[src/rtl/keypad_encoder.sv]
// keypad_encoder: scans a 4x4 active-low key matrix, debounces a single key
// and presents it as a key code (button) plus a debounced held level (bstate).
// button is only updated on press acceptance, so it stays stable across the
// falling edge of bstate.
// Optional build macro KEYPAD_COL_SYNC_EN: two-flop column synchronizer
// instead of a single input register (adds one cycle of latency).
module keypad_encoder #(
    parameter int SCAN_DIV        = 1000,
    parameter int DEBOUNCE_CYCLES = 50000
) (
    input  logic       hwclk,
    input  logic       reset,
    input  logic [3:0] col_in,
    output logic [3:0] row_out,
    output logic [3:0] button,
    output logic       bstate,
    output logic       key_strobe
);

    localparam int SW = $clog2(SCAN_DIV + 1);
    localparam int DW = $clog2(DEBOUNCE_CYCLES + 1);
    localparam logic [SW-1:0] SCAN_LAST = SW'(SCAN_DIV - 1);
    localparam logic [DW-1:0] DB_LAST   = DW'(DEBOUNCE_CYCLES - 1);

    typedef enum logic [1:0] {
        ST_SCAN,
        ST_DB_PRESS,
        ST_HELD,
        ST_DB_REL
    } state_t;

    logic [3:0] cs_q;

`ifdef KEYPAD_COL_SYNC_EN
    logic [3:0] sync_q;

    // Two-flop synchronizer on the column inputs; idle (all released) in reset.
    always_ff @(posedge hwclk) begin
        if (reset) begin
            sync_q <= 4'hF;
            cs_q   <= 4'hF;
        end else begin
            sync_q <= col_in;
            cs_q   <= sync_q;
        end
    end
`else
    // Single input register on the column inputs; idle (all released) in reset.
    always_ff @(posedge hwclk) begin
        if (reset) cs_q <= 4'hF;
        else       cs_q <= col_in;
    end
`endif

    state_t          state_q, state_d;
    logic [1:0]      row_q, row_d;
    logic [SW-1:0]   scan_cnt_q, scan_cnt_d;
    logic [DW-1:0]   db_cnt_q, db_cnt_d;
    logic [3:0]      cand_q, cand_d;
    logic [3:0]      button_q, button_d;
    logic            bstate_q, bstate_d;
    logic            strobe_q, strobe_d;
    logic [1:0]      low_col;

    // Lowest-index pressed column on the currently sampled row.
    always_comb begin
        low_col = 2'd3;
        if      (!cs_q[0]) low_col = 2'd0;
        else if (!cs_q[1]) low_col = 2'd1;
        else if (!cs_q[2]) low_col = 2'd2;
    end

    // Next-state logic. Counters never pass their terminal value because the
    // terminal compare always moves the FSM on and clears them.
    always_comb begin
        state_d    = state_q;
        row_d      = row_q;
        scan_cnt_d = scan_cnt_q;
        db_cnt_d   = db_cnt_q;
        cand_d     = cand_q;
        button_d   = button_q;
        bstate_d   = bstate_q;
        strobe_d   = 1'b0;
        case (state_q)
            ST_SCAN: begin
                if (scan_cnt_q == SCAN_LAST) begin
                    scan_cnt_d = '0;
                    if (&cs_q) begin
                        row_d = 2'(row_q + 2'd1);
                    end else begin
                        cand_d   = {row_q, low_col};
                        db_cnt_d = '0;
                        state_d  = ST_DB_PRESS;
                    end
                end else begin
                    scan_cnt_d = SW'(scan_cnt_q + SW'(1));
                end
            end
            ST_DB_PRESS: begin
                if (cs_q[cand_q[1:0]]) begin
                    // Bounced: rescan the same row from a fresh dwell.
                    state_d    = ST_SCAN;
                    scan_cnt_d = '0;
                    db_cnt_d   = '0;
                end else if (db_cnt_q == DB_LAST) begin
                    button_d = cand_q;
                    db_cnt_d = '0;
                    state_d  = ST_HELD;
                end else begin
                    db_cnt_d = DW'(db_cnt_q + DW'(1));
                end
            end
            ST_HELD: begin
                // bstate rises one cycle after button was loaded.
                bstate_d = 1'b1;
                if (&cs_q) begin
                    db_cnt_d = '0;
                    state_d  = ST_DB_REL;
                end
            end
            ST_DB_REL: begin
                if (!(&cs_q)) begin
                    db_cnt_d = '0;
                    state_d  = ST_HELD;
                end else if (db_cnt_q == DB_LAST) begin
                    bstate_d   = 1'b0;
                    strobe_d   = 1'b1;
                    db_cnt_d   = '0;
                    scan_cnt_d = '0;
                    row_d      = 2'(row_q + 2'd1);
                    state_d    = ST_SCAN;
                end else begin
                    db_cnt_d = DW'(db_cnt_q + DW'(1));
                end
            end
            default: state_d = ST_SCAN;
        endcase
    end

    // State register; reset overrides everything, including a release strobe.
    always_ff @(posedge hwclk) begin
        if (reset) begin
            state_q    <= ST_SCAN;
            row_q      <= 2'd0;
            scan_cnt_q <= '0;
            db_cnt_q   <= '0;
            cand_q     <= 4'd0;
            button_q   <= 4'd0;
            bstate_q   <= 1'b0;
            strobe_q   <= 1'b0;
        end else begin
            state_q    <= state_d;
            row_q      <= row_d;
            scan_cnt_q <= scan_cnt_d;
            db_cnt_q   <= db_cnt_d;
            cand_q     <= cand_d;
            button_q   <= button_d;
            bstate_q   <= bstate_d;
            strobe_q   <= strobe_d;
        end
    end

    // One-cold row drive decoded from the row index.
    always_comb begin
        row_out = ~(4'b0001 << row_q);
    end

    assign button     = button_q;
    assign bstate     = bstate_q;
    assign key_strobe = strobe_q;

endmodule

[config.mk]
export PLATFORM = sky130hd
export DESIGN_NAME = keypad_encoder
export DESIGN_NICKNAME = d
export VERILOG_FILES = /design/src/rtl/keypad_encoder.sv
export SDC_FILE = /design/constraint.sdc
export NUM_CORES = 1
export LEC_CHECK = 0
export BUFFER_PORTS_ARGS = -buffer_cell sky130_fd_sc_hd__buf_4
export CORE_ASPECT_RATIO = 1.5
export CORE_MARGIN = 4
export CORE_UTILIZATION = 50
export DETAILED_ROUTE_END_ITERATION = 7
export GPL_ROUTABILITY_DRIVEN = 0
export PLACE_DENSITY_LB_ADDON = 0.3
export SLEW_MARGIN = 20
export SYNTH_ARGS = -nofsm -noshare
export SYNTH_HDL_FRONTEND = slang
export SYNTH_SLANG_ARGS = --single-unit
[constraint.sdc]
create_clock -name hwclk -period 2.69 [get_ports hwclk]
set_input_delay 0 -clock hwclk [delete_from_list [all_inputs] [get_ports hwclk]]
set_output_delay 0 -clock hwclk [all_outputs]
set_load 0.02 [all_outputs]
# --- Word level (Yosys, flattened, before mapping) ---
# Cells that the tools add are included.
totals:
  regBits: 44
  in_bits: 6
  output_inout_bits: 10
  elab_cells: 79
op_classes:
  addsub: 3
  order_cmp: 1
  n_eq_ne: 14
  shifts: 1
  muxes: 34
  bitwise_logic: 4
  reduce_logical: 13
op_table:
  columns: ["cell", "count"]
  rows:
  - ["16-bit two-way mux", 6]
  - ["16-bit one-hot mux with 4 select lines", 1]
  - ["10-bit two-way mux", 4]
  - ["10-bit one-hot mux with 3 select lines", 1]
  - ["2-bit two-way mux", 13]
  - ["16-bit by 1-bit adder with 16-bit output, second input constant", 1]
  - ["16-bit == test, second input constant", 1]
  - ["2-bit != test, second input constant", 7]
  - ["3-bit AND reduction", 4]
  - ["10-bit by 1-bit adder with 10-bit output, second input constant", 1]
  - ["10-bit == test, second input constant", 1]
  - ["5-bit AND reduction", 2]
  - ["2-bit one-hot mux with 4 select lines", 1]
  - ["4-bit AND reduction", 2]
  - ["3-bit != test, second input constant", 2]
  - ["1-bit two-way mux", 5]
  - ["2-bit == test, second input constant", 2]
  - ["4-bit inverter", 1]
  - ["2-bit one-hot mux with 2 select lines", 1]
  - ["2-bit nonzero test", 2]
  - ["1-bit by 2-bit << shifter with 4-bit output, first input constant", 1]
  - ["2-bit by 3-bit less-than comparator with 1-bit output, second input constant", 1]
  - ["1-bit inverter", 3]
  - ["3-bit nonzero test", 1]
  - ["other kinds (6)", 6]

# --- Logic depth before layout (Yosys ltp) ---
# Gate-level depths: netlist (run 1).
depth:
  word_depth: 4
  depth_mapped: 8

# --- Worst setup path before layout (run 1) ---
# Ideal clock, no wire load.
synth_path:
  kind: "reg2reg"
  from: "register db_cnt_q[10]"
  to: "register scan_cnt_q[1]"
  setup_ps: 72
  t_arrival_ps: 1878
  slack_ps: 741
  stages_incl_launch_ff: 7
  path_buffers: 1
  period_less_slack_ps: 1949
  cell_sequence: "dfxtp_1 > or4_4 > or3_4 > o31ai_4 > and2b_1 > buf_6 > mux2i_1"
synth_between:
  elab_chain_cells: 3
synth_lines:
  columns: ["element", "line_no", "source"]
  rows:
  - ["start: declaration", "58", "logic [DW-1:0] db_cnt_q, db_cnt_d;"]
  - ["start signal: assignment", "155", "db_cnt_q <= db_cnt_d;"]
  - ["16-bit == test", "125", "end else if (db_cnt_q == DB_LAST) begin"]
  - ["2-bit != test (no source line)", null, null]
  - ["4-bit AND reduction (no source line)", null, null]
  - ["end signal: assignment", "154", "scan_cnt_q <= scan_cnt_d;"]
  - ["end: declaration", "57", "logic [SW-1:0] scan_cnt_q, scan_cnt_d;"]
# No other way between the ends.
# A chain may end at the register's enable or synchronous reset.

# --- Worst setup path after layout (run 1) ---
layout_path:
  from: "register scan_cnt_q[0]"
  to: "register db_cnt_q[7]"
layout_between:
  elab_chain_cells: 3
layout_lines:
  columns: ["element", "line_no", "source"]
  rows:
  - ["10-bit == test", "86", "if (scan_cnt_q == SCAN_LAST) begin"]
  - ["2-bit != test (no source line)", null, null]
  - ["3-bit AND reduction (no source line)", null, null]
# No other way between the ends.

==> results of run 1 <==
## cells in the final DEF (no fill, tap or decap), types with 2 or more instances in the layout
master / synthesis / routed
sky130_fd_sc_hd__a211oi_1: 3 / 3
sky130_fd_sc_hd__a21oi_1: 18 / 18
sky130_fd_sc_hd__a22oi_1: 2 / 2
sky130_fd_sc_hd__a311oi_1: 6 / 6
sky130_fd_sc_hd__a31oi_1: 5 / 5
sky130_fd_sc_hd__a41oi_1: 2 / 2
sky130_fd_sc_hd__and2_1: 3 / 3
sky130_fd_sc_hd__and3_1: 5 / 5
sky130_fd_sc_hd__and4_1: 3 / 3
sky130_fd_sc_hd__buf_4: 0 / 17
sky130_fd_sc_hd__clkbuf_8: 1 / 5
sky130_fd_sc_hd__dfxtp_1: 44 / 44
sky130_fd_sc_hd__dlygate4sd3_1: 0 / 4
sky130_fd_sc_hd__ha_1: 6 / 6
sky130_fd_sc_hd__inv_1: 12 / 12
sky130_fd_sc_hd__mux2i_1: 9 / 9
sky130_fd_sc_hd__nand2_1: 24 / 24
sky130_fd_sc_hd__nand2b_1: 6 / 6
sky130_fd_sc_hd__nand3_1: 11 / 11
sky130_fd_sc_hd__nand3b_1: 3 / 3
sky130_fd_sc_hd__nand4_1: 6 / 6
sky130_fd_sc_hd__nand4bb_1: 2 / 2
sky130_fd_sc_hd__nor2_1: 21 / 21
sky130_fd_sc_hd__nor3_1: 4 / 4
sky130_fd_sc_hd__o21ai_0: 5 / 5
sky130_fd_sc_hd__o31ai_1: 3 / 3
sky130_fd_sc_hd__or2_2: 6 / 6
sky130_fd_sc_hd__or3_1: 7 / 7
sky130_fd_sc_hd__or4_1: 3 / 3
sky130_fd_sc_hd__xnor2_1: 6 / 6
## per-layer routing
layer / part of all wire / GRT usage / up-vias
met5: 0 / 0 / -
met4: 0.017 / 0.06667 / 0
met3: 0.028 / 0.03362 / 5
met2: 0.52 / 0.3004 / 31
met1: 0.43 / 0.1925 / 902
li1: - / - / 978
## cell type report
| class | instances | area [µm²] | share of cell area |
|---|---|---|---|
| timing repair buffer | 21 | 167.7 | 0.06572 |
| clock inverter | 3 | 46.29 | 0.01815 |
| inverter | 12 | 45.04 | 0.01766 |
| tap | 46 | 57.56 | 0.02256 |
| clock buffer | 5 | 68.82 | 0.02697 |
| multi-input combinational | 193 | 1285 | 0.5037 |
| sequential | 44 | 880.8 | 0.3453 |
## power by group
part	leakage (nW)	internal (mW)	switching, mW
registers	0.356	0.658	0.00686
logic	0.534	0.0224	0.0240
clock network	0.0548	0.280	0.245
total	0.945	0.960	0.276
## cells by family (layout without fill, tap and decap cells)
logic type / Yosys count / in the layout / share of synthesized area
flops: 44 / 44 / 0.3855
xor+xnor: 7 / 7 / 0.02684
buf+inv: 24 / 41 / 0.05202
mux: 9 / 9 / 0.03943
fa+ha+maj: 6 / 6 / 0.03286
compound gates: 57 / 57 / 0.1807
simple gates: 114 / 114 / 0.2826
## stage by stage
stage	utilization	hold slack, ns	cell area (µm²)	total power [mW]	instances
2_1_floorplan	-	0.1038	2285	0.7114	261
3_3_place_gp	0.5549	0.1852	2396	0.7212	312
3_5_place_dp	0.5549	0.1868	2396	0.7221	312
4_1_cts	0.5908	0.07348	2551	1.246	324
5_1_grt	0.5908	0.08872	2551	1.277	324
6_report	0.5908	0.07666	2551	1.236	324
## worst max-delay path, cell delays in order (launching register included)
cell and delay (ns):
sky130_fd_sc_hd__dfxtp_1 0.38, sky130_fd_sc_hd__ha_1 0.24, sky130_fd_sc_hd__and4_1 0.24, sky130_fd_sc_hd__nand4_1 0.22, sky130_fd_sc_hd__and2_1 0.38, sky130_fd_sc_hd__or4_1 0.55
sky130_fd_sc_hd__a21oi_1 0.15
## Yosys cell counts (3+ instances only)
cell type and number:
sky130_fd_sc_hd__o21ai_0 5, sky130_fd_sc_hd__or3_1 7, sky130_fd_sc_hd__inv_1 12, sky130_fd_sc_hd__mux2i_1 9, sky130_fd_sc_hd__o31ai_1 3, sky130_fd_sc_hd__a31oi_1 5, sky130_fd_sc_hd__nand3_1 11, sky130_fd_sc_hd__a21oi_1 18
sky130_fd_sc_hd__or2_2 6, sky130_fd_sc_hd__and2_1 3, sky130_fd_sc_hd__and3_1 5, sky130_fd_sc_hd__nor3_1 4, sky130_fd_sc_hd__nand2_1 24, sky130_fd_sc_hd__nand4_1 6, sky130_fd_sc_hd__a211oi_1 3, sky130_fd_sc_hd__a311oi_1 6
sky130_fd_sc_hd__nand2b_1 6, sky130_fd_sc_hd__nor2_1 21, sky130_fd_sc_hd__ha_1 6, sky130_fd_sc_hd__nand3b_1 3, sky130_fd_sc_hd__dfxtp_1 44, sky130_fd_sc_hd__and4_1 3, sky130_fd_sc_hd__or4_1 3, sky130_fd_sc_hd__clkbuf_1 6
sky130_fd_sc_hd__xnor2_1 6
## flip-flops by register name, summed over array words and instances (netlist names)
signal / count
button: 4
scan_cnt_q: 10
cs_q: 4
bstate: 1
db_cnt_q: 16
row_q: 2
cand_q: 4
state_q: 2
key_strobe: 1
## final timing paths
kind,to,slack [ns],from
setup / recovery,db_cnt_q[7],0.46,scan_cnt_q[0]
setup reg to reg,db_cnt_q[7],0.46,scan_cnt_q[0]
hold / removal,row_q[0],0.08,reset
hold reg to reg,button[2],0.46,button[2]
==> impl_metrics.csv, run 1 <==
group,metric,value,unit
run_status,run_status,"complete, no violations",
clock_tree,cts.htree.levels,2,
drt,ant_nets,0,
synthesis,synth_enable_flop_cells,0,
drt,wire_per_inst,14.15,µm
pwr,leakage,0.9448,nW
drt,route.vias.total,1916,
sta,setup_slack,0.4592,ns
floorplanning,die_height,90.79,µm
floorplanning,die_width,63.19,µm
critical_path,reg2regPathDepth,6,
synthesis,synth_area_per_cell,8.754,µm²
synthesis,postSynth.asyncResetShare,0,
critical_path,critPathArrivalTime,2.47,ns
sta,worstMarginPinSlew,0.5997,ns
clock_tree,tritoncts,"yes",
synthesis,mappedNetlistNets,273,
synthesis,postSynth.topFlopCell,"sky130_fd_sc_hd__dfxtp_1",
sta,clock-skew-final,0.007652,ns
clock_tree,post_cts_resized,0,
sta,timing_hold_violations_final,0,
synthesis,synth.yosys.seq_area_share,0.3855,
clock_tree,clk_latency,0.30,ns
synthesis,distinct_cells_synth,56,
clock_tree,cts.repair_timing.setup_buffer_count,0,
synthesis,synth_top_area_frac,0.3855,
drt,drt_first_pass_iters,4,
critical_path,worstSetupPathType,"register to register",
sta,setup_tns,0,ns
critical_path,critical_path.startpoint_type,"register",
grt,pin_count_of_the_biggest_net_entering_global_routing,37,
min_path,hold-path-cell-count,2,
sta,setup-violations-final,0,
clock_tree,clkTransAtPathRegs,0.09,ns
floorplanning,floorplan.rows,29,
synthesis,cell_count_after_synthesis,261,
critical_path,endpoint_kind,"register",
finish,proportion_of_layout_cells_with_a_drive_suffix_above_1,0.1511,
placement,port_buffers,15,
synthesis,synth.largest_area_cell,"sky130_fd_sc_hd__dfxtp_1",
placement,dpl_worst_slack,0.4783,ns
grt,grt_pass1_vias,1722,
finish,fill_count,386,
clock_tree,clockRootBuffer,"sky130_fd_sc_hd__clkbuf_8",
drt,detail_route.vias_per_cell,5.914,
grt,groute.usage.overall,0.1681,
critical_path,timing.critical_path.required,2.92,ns
finish,flow.area_growth_from_synthesis,11.66,%
grt,grt_antenna_before_repair,0,
sta,fmaxAchievable,448.3,MHz
clock_tree,cts-root-to-sink-buffers,2,
floorplanning,floorplan.die_area,5737,µm²
min_path,min-delay-path-class,"input pin to register",
sta,period_minus_slack,2.231,ns
sta,slew_viol_final,0,
drt,residual_drc_count,0,
clock_tree,number_of_buffers_added_to_fix_hold_violations_after_cts,4,
floorplanning,io-pin-count,16,
drt,detail_route.iter0.violations,95,
critical_path,worst-path-max-fanout,14,
placement,place_hpwl,3247,µm
grt,grt_overflow,0,
grt,grt_pass1_wl,7893,µm
sta,final_worst_path_period_share,0.8293,
floorplanning,core_region_area,4318,µm²
floorplanning,initial_core_util,0.5291,
pwr,max-vdd-ir-drop,488.2,µV
flow_run,maxCapViolCount,0,
sta,rsz0062_at_grt,"no",
synthesis,synth-warning-count,0,
pwr,powerDensity,484.5,nW/µm²
finish,diodes,0,
finish,finalNetCount,289,
synthesis,yosys-top-cells-area,"sky130_fd_sc_hd__dfxtp_1, sky130_fd_sc_hd__a21oi_1, sky130_fd_sc_hd__mux2i_1",
synthesis,synthesis.area,2285,µm²
synthesis,synth_seq_cells,44,
clock_tree,clkSinkCount,44,
drt,route.final.wire_length,4583,µm
clock_tree,numCtsBuffers,5,
sta,slew_headroom,0.5971,
No activity file was read; power rests on OpenSTA's default activity.
==> inputs of run 2 (changes only) <==
==> constraint.sdc (replaced) <==
create_clock -name hwclk -period 2 [get_ports hwclk]
set_input_delay 0 -clock hwclk [delete_from_list [all_inputs] [get_ports hwclk]]
set_output_delay 0 -clock hwclk [all_outputs]
set_load 0.02 [all_outputs]
==> impl_metrics.csv, run 2 (synthesis gave the netlist of run 1 again) <==
group,metric,value,unit
drt,ant_nets,0,
critical_path,endpoint_kind,"register",
finish,top_register,"db_cnt_q",
floorplanning,io-pin-count,16,
finish,layoutNonFillerInstCount,359,
floorplanning,floorplan.rows,29,
finish,finalNetCount,324,
floorplanning,floorplan.die_area,5737,µm²
grt,grt_pass1_wl,8983,µm
sta,setup-violations-final,7,
critical_path,critPathArrivalTime,2.28,ns
grt,grt_antenna_before_repair,0,
grt,grt_overflow,0,
pwr,max-vdd-ir-drop,762.3,µV
clock_tree,tritoncts,"yes",
sta,period_minus_slack,2.044,ns
flow_run,maxCapViolCount,0,
placement,post-place-cells,343,
sta,rsz0062_at_grt,"yes",
min_path,min-delay-path-class,"input pin to register",
clock_tree,cts.htree.levels,2,
finish,highest_count_cells_in_the_layout_ignoring_fill_and_taps,"sky130_fd_sc_hd__buf_4, sky130_fd_sc_hd__dfxtp_1, sky130_fd_sc_hd__nand2_1, sky130_fd_sc_hd__nor2_1, sky130_fd_sc_hd__a21oi_1",
grt,groute.usage.overall,0.1920,
drt,detail_route.iter0.violations,102,
placement,place_hpwl,3753,µm
sta,worstMarginPinSlew,0.5541,ns
clock_tree,clockRootBuffer,"sky130_fd_sc_hd__clkbuf_8",
placement,port_buffers,15,
finish,flow.area_growth_from_synthesis,25.30,%
sta,final_worst_path_period_share,1.022,
sta,timing_hold_violations_final,0,
grt,pin_count_of_the_biggest_net_entering_global_routing,37,
sta,slew_headroom,0.6297,
sta,clock-skew-final,0.01257,ns
run_status,failing_checks,"negative setup slack",
drt,residual_drc_count,0,
critical_path,crit_path_start,"db_cnt_q[10]",
floorplanning,initial_core_util,0.5291,
drt,detail_route.vias_per_cell,5.816,
finish,mostFrequentLayoutCell,"sky130_fd_sc_hd__buf_4",
finish,fill_count,345,
finish,proportion_of_layout_cells_with_a_drive_suffix_above_1,0.2748,
floorplanning,die_height,90.79,µm
drt,route.final.wire_length,5383,µm
clock_tree,clkTransAtPathRegs,0.09,ns
floorplanning,die_width,63.19,µm
drt,route.vias.total,2088,
critical_path,rr_startpoint,"db_cnt_q[10]",
clock_tree,cts-root-to-sink-buffers,2,
grt,grt_pass1_vias,2008,
critical_path,timing.critical_path.required,2.23,ns
clock_tree,clk_latency,0.31,ns
floorplanning,core_region_area,4318,µm²
sta,setup_slack,-0.04359,ns
clock_tree,numCtsBuffers,5,
critical_path,worstSetupPathType,"register to register",
pwr,leakage,1.132,nW
finish,number_of_flip_flops_in_the_largest_register,16,
critical_path,worst-path-max-fanout,10,
finish,diodes,0,
critical_path,timing.reg2reg.setup_slack,-0.04,ns
critical_path,critical_path.startpoint_type,"register",
run_status,run_status,"complete, but fails checks",
min_path,holdCritStartpoint,"reset",
pwr,powerDensity,585.0,nW/µm²
sta,fmaxAchievable,489.3,MHz
drt,wire_per_inst,14.99,µm
sta,slew_viol_final,0,
clock_tree,clkSinkCount,44,
sta,setup_tns,-0.1020,ns
drt,drt_first_pass_iters,4,
finish,layout_top_registers,"db_cnt_q x16, scan_cnt_q x10",
-- run 2: cell count changes in the layout (fill, tap and decap cells not counted), sizes merged --
cell | before | now
buf | 17 | 52
-- run 2: worst max-delay path, stage by stage, from the launching register on --
cell                      delay [ns]
sky130_fd_sc_hd__dfxtp_2        0.33
sky130_fd_sc_hd__or4_4          0.55
sky130_fd_sc_hd__or3_4          0.36
sky130_fd_sc_hd__o31ai_4        0.21
sky130_fd_sc_hd__and2b_1        0.20
sky130_fd_sc_hd__buf_12         0.14
sky130_fd_sc_hd__mux2i_1        0.17
-- run 2: cell type report --
type / instances / area (µm²) / share of cell area
clock inverters: 3 / 46.29 / 0.01617
flip-flops and latches: 44 / 883.3 / 0.3086
repair buffers: 56 / 442.9 / 0.1547
inverters: 12 / 45.04 / 0.01573
multi-input cells: 193 / 1319 / 0.4607
well taps: 46 / 57.56 / 0.02010
clock buffers: 5 / 68.82 / 0.02404
-- run 2: timing repair --
item                                    4_1_cts  5_1_grt
hold buffers                                  4        0
pin swaps                                     1        6
hold endpoints to repair                      4        0
endpoints found under the setup margin       13       25
buffers inserted                              2        2
resized for setup                             2       10
-- run 2: routing by layer --
layer  up-vias  share of wire  track usage  routed length, µm
li1       1051              -            -                  -
met1       973           0.40       0.2063               2178
met2        46           0.53       0.3401               2827
met3        18          0.032      0.04608                173
met4         0          0.038       0.1027                204
met5         -              0            0                  0
-- run 2: stage by stage --
step / setup slack (ns) / instance area, µm² / total power, mW / utilization / hold WS, ns
after floorplan: 0.05055 / 2285 / 0.9568 / - / 0.1038
final: -0.04359 / 2863 / 1.675 / 0.6630 / 0.07184
after global placement: 0.01381 / 2641 / 0.9782 / 0.6117 / 0.1868
after detailed placement: -0.06229 / 2641 / 0.9811 / 0.6117 / 0.1862
after CTS: -0.04700 / 2816 / 1.675 / 0.6523 / 0.08216
after global routing: -0.1378 / 2863 / 1.724 / 0.6630 / 0.09401
-- run 2: power breakdown --
part / leakage (nW) / switching (mW) / internal, mW
clock network: 0.0548 / 0.331 / 0.376
logic: 0.720 / 0.0371 / 0.0379
registers: 0.357 / 0.00764 / 0.885
-- run 2: final timing paths --
check,endpoint,depth (start not counted)
setup / recovery,scan_cnt_q[1],6
hold / removal,cand_q[3],2
setup reg to reg,scan_cnt_q[1],6
hold reg to reg,button[2],2
==> inputs of run 3 (changes only) <==
--- a/config.mk
+++ b/config.mk
@@ -12,6 +12,7 @@
 export DETAILED_ROUTE_END_ITERATION = 7
 export GPL_ROUTABILITY_DRIVEN = 0
 export PLACE_DENSITY_LB_ADDON = 0.3
+export RECOVER_POWER = 100
 export SLEW_MARGIN = 20
 export SYNTH_ARGS = -nofsm -noshare
 export SYNTH_HDL_FRONTEND = slang
==> impl_metrics.csv, run 3 (synthesis gave the netlist of run 1 again) <==
group,metric,value,unit
run_status,run_status,"complete, but fails checks",
run_status,failing_checks,"negative setup slack",
clock_tree,cts-root-to-sink-buffers,2,
grt,pin_count_of_the_biggest_net_entering_global_routing,37,
sta,period_minus_slack,2.046,ns
clock_tree,clockRootBuffer,"sky130_fd_sc_hd__clkbuf_8",
clock_tree,clk_latency,0.31,ns
drt,detail_route.vias_per_cell,5.799,
critical_path,worst-path-max-fanout,10,
finish,top_register,"db_cnt_q",
floorplanning,floorplan.rows,29,
critical_path,critical_path.startpoint_type,"register",
finish,diodes,0,
critical_path,critPathArrivalTime,2.28,ns
grt,grt_pass1_vias,2008,
placement,post-place-cells,343,
sta,hold-worst-slack,0.07658,ns
grt,groute.usage.overall,0.1920,
finish,highest_count_cells_in_the_layout_ignoring_fill_and_taps,"sky130_fd_sc_hd__dfxtp_1, sky130_fd_sc_hd__buf_4, sky130_fd_sc_hd__nand2_1, sky130_fd_sc_hd__nor2_1, sky130_fd_sc_hd__a21oi_1",
floorplanning,core_region_area,4318,µm²
grt,grt_antenna_before_repair,0,
floorplanning,die_width,63.19,µm
finish,final_area,2813,µm²
drt,drt_first_pass_iters,4,
clock_tree,numCtsBuffers,5,
drt,detail_route.iter0.violations,114,
clock_tree,clkTransAtPathRegs,0.09,ns
sta,setup_tns,-0.1616,ns
pwr,leakage,1.082,nW
floorplanning,initial_core_util,0.5291,
sta,slew_headroom,0.6297,
drt,route.vias.total,2082,
min_path,min-delay-path-class,"input pin to register",
pwr,powerDensity,595.1,nW/µm²
sta,fmaxAchievable,488.7,MHz
pwr,total_power,1.674,mW
sta,timing_hold_violations_final,0,
drt,residual_drc_count,0,
grt,grt_pass1_wl,8983,µm
clock_tree,clkSinkCount,44,
floorplanning,io-pin-count,16,
finish,layout_top_registers,"db_cnt_q x16, scan_cnt_q x10",
clock_tree,cts.htree.levels,2,
critical_path,timing.critical_path.required,2.23,ns
grt,grt_overflow,0,
critical_path,endpoint_kind,"register",
sta,worstMarginPinSlew,0.5541,ns
finish,layout.core_utilization,0.6514,
drt,route.final.wire_length,5374,µm
clock_tree,tritoncts,"yes",
sta,rsz0062_at_grt,"yes",
critical_path,worstSetupPathType,"register to register",
finish,number_of_flip_flops_in_the_largest_register,16,
pwr,max-vdd-ir-drop,773.1,µV
finish,flow.area_growth_from_synthesis,23.11,%
finish,finalNetCount,324,
placement,port_buffers,15,
placement,dpl_worst_slack,-0.06229,ns
finish,fill_count,357,
drt,ant_nets,0,
placement,placement.cell_area,2641,µm²
sta,final_worst_path_period_share,1.023,
finish,layoutNonFillerInstCount,359,
sta,setup_slack,-0.04627,ns
floorplanning,floorplan.die_area,5737,µm²
drt,wire_per_inst,14.97,µm
sta,slew_viol_final,0,
sta,setup-violations-final,9,
placement,place_hpwl,3753,µm
flow_run,maxCapViolCount,0,
sta,clock-skew-final,0.01205,ns
finish,proportion_of_layout_cells_with_a_drive_suffix_above_1,0.2364,
floorplanning,die_height,90.79,µm
finish,mostFrequentLayoutCell,"sky130_fd_sc_hd__dfxtp_1",
run 3: cell types whose count changed in the layout (fill, tap and decap cells not counted), sizes merged:
cell	before	now
clkbuf	5	24
buf	52	33
run 3: worst paths after layout:
check          startpoint       endpoint  slack [ns]  cells after the start
min                 reset      cand_q[2]        0.08                      2
max          db_cnt_q[10]  scan_cnt_q[1]       -0.05                      6
max reg2reg  db_cnt_q[10]  scan_cnt_q[1]       -0.05                      6
min reg2reg     button[2]      button[2]        0.46                      2
run 3: critical path, cell delays in order, from the launching register on:
cell and delay (ns):
sky130_fd_sc_hd__dfxtp_2 0.34, sky130_fd_sc_hd__or4_4 0.55, sky130_fd_sc_hd__or3_4 0.36, sky130_fd_sc_hd__o31ai_4 0.21, sky130_fd_sc_hd__and2b_1 0.20, sky130_fd_sc_hd__buf_12 0.14, sky130_fd_sc_hd__mux2i_1 0.17
run 3: layout make-up:
class	instances	area [µm²]	area share
Multi-Input combinational cell	193	1319	0.4689
Sequential cell	44	883.3	0.3141
Timing Repair Buffer	56	392.9	0.1397
Clock buffer	5	68.82	0.02447
Tap cell	46	57.56	0.02046
Clock inverter	3	46.29	0.01646
Inverter	12	45.04	0.01601
run 3: per-layer routing:
metal  vias to the layer above  share of wire  wire (µm)  GRT usage
met2                        42           0.53       2823     0.3401
li1                       1050              -          -          -
met5                         -              0          0          0
met1                       969           0.41       2187     0.2063
met3                        21          0.029        156    0.04608
met4                         0          0.039        207     0.1027
run 3: what timing repair did:
action / 4_1_cts / 5_1_grt
gates resized for setup: 2 / 10
gates cloned: 0 / 0
pin swaps: 1 / 6
buffers inserted: 2 / 2
hold buffers: 4 / 0
endpoints found under the setup margin: 13 / 25
hold endpoints to repair: 4 / 0
run 3: power by group:
| group | switching, mW | internal [mW] | leakage, nW |
|---|---|---|---|
| clock network | 0.332 | 0.376 | 0.0548 |
| logic | 0.0371 | 0.0360 | 0.670 |
| registers | 0.00771 | 0.885 | 0.357 |
| total | 0.376 | 1.30 | 1.08 |
